[src/rtl/mem_dma_if.sv]
// Bundle of request/status and memory-port signals for mem_dma.
// master is the DMA engine's view; slave is the requester + memory view.
interface mem_dma_if #(
  parameter int AW = 5
);
  logic          start;
  logic          mode;
  logic [AW-1:0] src;
  logic [AW-1:0] dst;
  logic [AW:0]   len;
  logic [31:0]   fill_val;
  logic [31:0]   mem_addr;
  logic [31:0]   mem_wdata;
  logic          mem_we;
  logic [31:0]   mem_rdata;
  logic          busy;
  logic          done;
  logic          err;
  logic [AW:0]   count;

  modport master (
    input  start, mode, src, dst, len, fill_val, mem_rdata,
    output mem_addr, mem_wdata, mem_we, busy, done, err, count
  );

  modport slave (
    output start, mode, src, dst, len, fill_val, mem_rdata,
    input  mem_addr, mem_wdata, mem_we, busy, done, err, count
  );
endinterface

[src/rtl/mem_dma.sv]
// Word-granular copy/fill engine that owns the data-memory port while busy.
// Request handshake: start is a level sampled only in IDLE; done/err pulse one cycle in FIN.
module mem_dma #(
  parameter int DEPTH = 32,
  parameter int AW    = 5
) (
  input  logic           clk,
  input  logic           rst_n,
  mem_dma_if.master      bus,
  output logic [1:0]     dbg_state
);
  typedef enum logic [1:0] {IDLE = 2'd0, RD = 2'd1, WR = 2'd2, FIN = 2'd3} state_t;

  localparam logic [AW+1:0] DEPTH_W = (AW+2)'(DEPTH);
  localparam logic [AW:0]   ONE     = (AW+1)'(1);

  state_t        state, state_next;
  logic          mode_q;
  logic [AW-1:0] src_q, dst_q;
  logic [AW:0]   len_q, idx_q, count_q;
  logic [31:0]   fill_q, buf_q;
  logic          err_q;

  logic [AW+1:0] dst_end, src_end;
  logic          reject;
  logic [AW:0]   idx_next;
  logic [AW-1:0] addr_idx;

  // Range check in AW+2 bits so DEPTH itself and overflow are representable.
  assign dst_end = {2'b00, bus.dst} + {1'b0, bus.len};
  assign src_end = {2'b00, bus.src} + {1'b0, bus.len};
  assign reject  = (dst_end > DEPTH_W) || (!bus.mode && (src_end > DEPTH_W));
  assign idx_next = idx_q + ONE;

  always_comb begin
    state_next = state;
    case (state)
      IDLE: begin
        if (bus.start) begin
          if (reject || bus.len == '0) state_next = FIN;
          else if (bus.mode)           state_next = WR;
          else                         state_next = RD;
        end
      end
      RD:  state_next = WR;
      WR: begin
        if (idx_next == len_q) state_next = FIN;
        else if (mode_q)       state_next = WR;
        else                   state_next = RD;
      end
      FIN: state_next = IDLE;
      default: state_next = IDLE;
    endcase
  end

  always_ff @(posedge clk) begin
    if (!rst_n) begin
      state   <= IDLE;
      mode_q  <= 1'b0;
      src_q   <= '0;
      dst_q   <= '0;
      len_q   <= '0;
      idx_q   <= '0;
      count_q <= '0;
      fill_q  <= '0;
      buf_q   <= '0;
      err_q   <= 1'b0;
    end else begin
      state <= state_next;
      case (state)
        IDLE: begin
          if (bus.start) begin
            mode_q  <= bus.mode;
            src_q   <= bus.src;
            dst_q   <= bus.dst;
            len_q   <= bus.len;
            fill_q  <= bus.fill_val;
            idx_q   <= '0;
            count_q <= '0;
            err_q   <= reject;
          end
        end
        RD: buf_q <= bus.mem_rdata;
        WR: begin
          idx_q   <= idx_next;
          count_q <= count_q + ONE;
        end
        default: ;
      endcase
    end
  end

  always_comb begin
    addr_idx = '0;
    if (state == RD)      addr_idx = src_q + idx_q[AW-1:0];
    else if (state == WR) addr_idx = dst_q + idx_q[AW-1:0];
  end

  assign bus.mem_addr  = {{(32-AW){1'b0}}, addr_idx};
  assign bus.mem_wdata = (state == WR) ? (mode_q ? fill_q : buf_q) : 32'h0;
  // Gated by rst_n so a reset asserted mid-write suppresses that cycle's write.
  assign bus.mem_we    = (state == WR) && rst_n;
  assign bus.busy      = (state == RD) || (state == WR);
  assign bus.done      = (state == FIN);
  assign bus.err       = (state == FIN) && err_q;
  assign bus.count     = count_q;
  assign dbg_state     = state;
endmodule

[src/flat_wrapper.sv]
// flat-port wrapper written by rule: the top's interface ports become plain ports
module mem_dma_flat 
#(
  parameter int DEPTH = 32,
  parameter int AW    = 5
)
  (clk, rst_n, dbg_state, bus_start, bus_mode, bus_src, bus_dst, bus_len, bus_fill_val, bus_mem_rdata, bus_mem_addr, bus_mem_wdata, bus_mem_we, bus_busy, bus_done, bus_err, bus_count);
  mem_dma_if #(.AW(AW)) bus_i ();
  input  logic clk;
  input  logic rst_n;
  output logic [1:0] dbg_state;
  input wire logic [$bits(bus_i.start)-1:0] bus_start;
  input wire logic [$bits(bus_i.mode)-1:0] bus_mode;
  input wire logic [$bits(bus_i.src)-1:0] bus_src;
  input wire logic [$bits(bus_i.dst)-1:0] bus_dst;
  input wire logic [$bits(bus_i.len)-1:0] bus_len;
  input wire logic [$bits(bus_i.fill_val)-1:0] bus_fill_val;
  input wire logic [$bits(bus_i.mem_rdata)-1:0] bus_mem_rdata;
  output wire logic [$bits(bus_i.mem_addr)-1:0] bus_mem_addr;
  output wire logic [$bits(bus_i.mem_wdata)-1:0] bus_mem_wdata;
  output wire logic [$bits(bus_i.mem_we)-1:0] bus_mem_we;
  output wire logic [$bits(bus_i.busy)-1:0] bus_busy;
  output wire logic [$bits(bus_i.done)-1:0] bus_done;
  output wire logic [$bits(bus_i.err)-1:0] bus_err;
  output wire logic [$bits(bus_i.count)-1:0] bus_count;
  assign bus_i.start = bus_start;
  assign bus_i.mode = bus_mode;
  assign bus_i.src = bus_src;
  assign bus_i.dst = bus_dst;
  assign bus_i.len = bus_len;
  assign bus_i.fill_val = bus_fill_val;
  assign bus_i.mem_rdata = bus_mem_rdata;
  assign bus_mem_addr = bus_i.mem_addr;
  assign bus_mem_wdata = bus_i.mem_wdata;
  assign bus_mem_we = bus_i.mem_we;
  assign bus_busy = bus_i.busy;
  assign bus_done = bus_i.done;
  assign bus_err = bus_i.err;
  assign bus_count = bus_i.count;
  mem_dma #(.DEPTH(DEPTH), .AW(AW)) u_core (.clk(clk), .rst_n(rst_n), .bus(bus_i), .dbg_state(dbg_state));
endmodule
[config.mk]
export PLATFORM = sky130hd
export DESIGN_NAME = mem_dma_flat
export DESIGN_NICKNAME = d
export VERILOG_FILES = /design/src/rtl/mem_dma_if.sv /design/src/rtl/mem_dma.sv /design/src/flat_wrapper.sv
export SDC_FILE = /design/constraint.sdc
export NUM_CORES = 1
export LEC_CHECK = 0
export CAP_MARGIN = 20
export CORE_UTILIZATION = 44
export CTS_CLUSTER_DIAMETER = 60
export DETAILED_ROUTE_END_ITERATION = 16
export GPL_TIMING_DRIVEN = 0
export MAX_ROUTING_LAYER = met4
export PLACE_DENSITY = 0.78
export SLEW_MARGIN = 20
export SYNTH_ARGS = -nofsm -noshare
export SYNTH_HDL_FRONTEND = slang
export SYNTH_SLANG_ARGS = --single-unit
export TNS_END_PERCENT = 5
[constraint.sdc]
create_clock -name clk -period 2.26 [get_ports clk]
set_input_delay 0.565 -clock clk [delete_from_list [all_inputs] [get_ports clk]]
set_output_delay 0.565 -clock clk [all_outputs]
set_load 0.01 [all_outputs]
==> results.toml <==
[timing]
finalCritPeriodShare = 1.12
rsz0062_at_grt = "yes"
skew_ns = 0.00782
relSlewSlack = 0.498
tns_ns = -0.535
worst_pin_slew_ns = 0.753
finalMaxSlewViolations = 0
period_needed_ns = 2.53
worst_slack_ns = -0.269
finalSetupViolCount = 4
finalHoldViolations = 0
fmax_ghz = 0.395

[global_routing]
grt_max_degree = 19
met2_usage = 0.411
grt_overflow = 0
met1_usage = 0.275
grt_pass1_vias = 4903
grt_usage = 0.239
grtUsageMet3 = 0.0334
busiest_layer = "met2"
grt_pass1_wl_um = 23600
antenna_found_initial = 0

[detailed_routing]
first_pass_iters = 5
drtIter0Drc = 223
wire_per_inst_um = 15.5
drt-total-wl_um = 15300
drc_errors = 0
viasPerCell = 5.02
detail-route-antenna-nets = 0
vias = 4970

[logic_synthesis]
synth.top_cell.area_share = 0.346
syn_avg_cell_area_um2 = 8.72
yosys_warnings = 0
synth_fa_ha_area_frac = 0.0686
synth-seq-cells = 96
yosys-top-cells-area = "dfxtp_1 (35%), mux2i_1 (12%), nor2b_1 (8.2%), nand2_1 (7.4%), a21boi_0 (6.6%)"
synth_xor_area_frac = 0.0332
async_flop_share = 0
yosys.area.top_type = "dfxtp_1"
synth_top_family_by_area = "simple AND/OR/NAND/NOR gates"
synthDistinctLibCells = 50
yosys-mux-area-fraction = 0.124
yosys.area_share.simple = 0.208
synth_ff_type = "dfxtp_1"
synth-compound-area-share = 0.143
syn_inst = 636
ys_seq_area_frac = 0.346
synth_edf_count = 0
synthesis.area_mm2 = 0.00555

[place]
placedCellCount = 960
hpwlAfterDp_um = 11400
dpl-instance-area_mm2 = 0.00716
port_buffers = 130
gp_congestion = 0.916

[pwr]
power_uw = 5390
irDropWorstVdd_mv = 0.403
p_per_area_mw_per_mm2 = 698
power.static_leakage_uw = 0.00320

[floorplan]
die_h_um = 114
row_count = 40
die_x_um = 114
die-area_mm2 = 0.0131
design.core.area_mm2 = 0.0122
io_pins = 160
start_util = 0.456

[clock_tree]
clkTransAtPathRegs_ns = 0.08
cts_tree = "done"
insertion_delay_ns = 0.35
cts_root_buf = "clkbuf_16"
cts_sinks = 96
numCtsBuffers = 9
htree_levels = 3
cts_buffer_depth = 2

[critical_path]
crit_path_max_fanout = 3
slowest_stage = "dfxtp_4"
worstSetupStartpointType = "register"
path_cells = "ha_4 > fa_2 > a21o_1 > a21oi_2 > xnor2_1 > a22o_1 > buf_2"
critical_path_class = "register to primary output"
critical_path_required_ns = 1.69
cp_num_buf_inv = 1
cp-end-kind = "primary output"
arrival_ns = 1.96
cp_top_family = "compound AO/OA/AOI/OAI gates"
cpPeakStageDelay_ns = 0.37

[flow_run]
cap_violations = 0

[run_status]
violations = "setup timing"
status = "finished with violations"

[finish]
nets = 929
fin_util = 0.635
syn_to_final_growth_pct = 39.3
final_common_cell = "nand2_1"
layout_common_cells = "nand2_1 (110), dfxtp_1 (89), clkdlybuf4s50_1 (76)"
drive_above_1_share = 0.203
final_area_mm2 = 0.00773
diodes = 0
final-instance-count-excl-fill = 990

[min_path]
hold_class = "register to register"
[registers in the layout, indices dropped and copies added (netlist names)]
signal,cells
u_core.fill_q,32
u_core.idx_q,6
u_core.bus.count,6
u_core.dst_q,5
u_core.src_q,5
u_core.dbg_state,2
u_core.len_q,6
u_core.buf_q,32
u_core.mode_q,1
u_core.err_q,1
[per-stage QoR]
| step | hold WS (ns) | worst slack, ns |
|---|---|---|
| 3_3_place_gp | 0.451 | -0.785 |
| 2_1_floorplan | 0.443 | 0.0377 |
| 4_1_cts | 0.468 | -0.319 |
| 3_5_place_dp | 0.459 | -0.838 |
| 6_report | 0.467 | -0.269 |
| 5_1_grt | 0.500 | -0.340 |
[metal layers]
layer  vias up  share of wire
met3        37          0.047
met1      2309           0.43
met4         0          0.031
met2       170           0.49
met5         -              0
li1       2454              -
[final cells by class]
| type | count | area (um^2) |
|---|---|---|
| plain buffers | 65 | 455 |
| fillers | 993 | 4430 |
| repair buffers | 145 | 1240 |
| clock inverters | 7 | 62.6 |
| flip-flops and latches | 96 | 1940 |
| clock buffers | 9 | 225 |
| well taps | 168 | 210 |
| inverters | 16 | 60.1 |
| multi-input cells | 484 | 3530 |
[logic make-up (layout without fill, tap and decap cells)]
group,Yosys count,in the layout
AND/OR/NAND/NOR,232,232
AO/OA/AOI/OAI,108,108
flip-flops,96,96
buffers and inverters,82,242
multiplexers,68,68
adder cells (fa/ha/maj),28,28
XOR/XNOR,21,21
other,1,27
[worst register-to-register path: cells and delay by family (launching register included)]
family / cells / cell delay (ns)
DFF: 1 / 0.37
AOI/OAI and AO/OA: 1 / 0.45
buffers and inverters: 2 / 0.36
adders and majority gates: 1 / 0.14
xor gates and xnor gates: 1 / 0.14
and+or+nand+nor: 4 / 0.59
[worst paths after layout]
kind | slack [ns] | depth (start not counted) | end | start
worst max-delay path | -0.27 | 7 | bus_mem_addr[4] | u_core.idx_q[0]
worst min-delay path | 0.47 | 2 | u_core.fill_q[15] | u_core.fill_q[15]
worst max register to register | 0.09 | 9 | u_core.bus.count[5] | u_core.dbg_state[1]
worst min register to register | 0.47 | 2 | u_core.fill_q[15] | u_core.fill_q[15]
[synth_stat cells (all sizes together), types with 2 or more instances]
| cell | n |
|---|---|
| dfxtp | 96 |
| buf | 34 |
| a32oi | 3 |
| a22oi | 5 |
| mux2i | 67 |
| nand3b | 2 |
| a21boi | 49 |
| nor3 | 8 |
| nand4 | 3 |
| xnor2 | 10 |
| nor2b | 74 |
| nand2b | 6 |
| fa | 4 |
| nand2 | 110 |
| nor2 | 10 |
| a22o | 3 |
| xor2 | 11 |
| o21ai | 13 |
| nor4 | 2 |
| a41oi | 2 |
| and2 | 6 |
| a21o | 10 |
| a21oi | 12 |
| inv | 16 |
| nand3 | 6 |
| clkbuf | 32 |
| ha | 24 |
[power by group]
group          internal, uW  leakage [uW]  switching [uW]
logic                   899       0.00227             946
registers              1910      0.000789             151
clock network           770      0.000144             712
[what timing repair did]
item / in CTS / in global routing
resized for setup: 185 / 74
pin swaps: 10 / 14
hold endpoints to repair: 0 / 0
hold buffers: 0 / 0
setup buffers: 8 / 7
endpoints found under the setup margin: 43 / 72
Note: power is estimated with default switching activity, not from simulation.
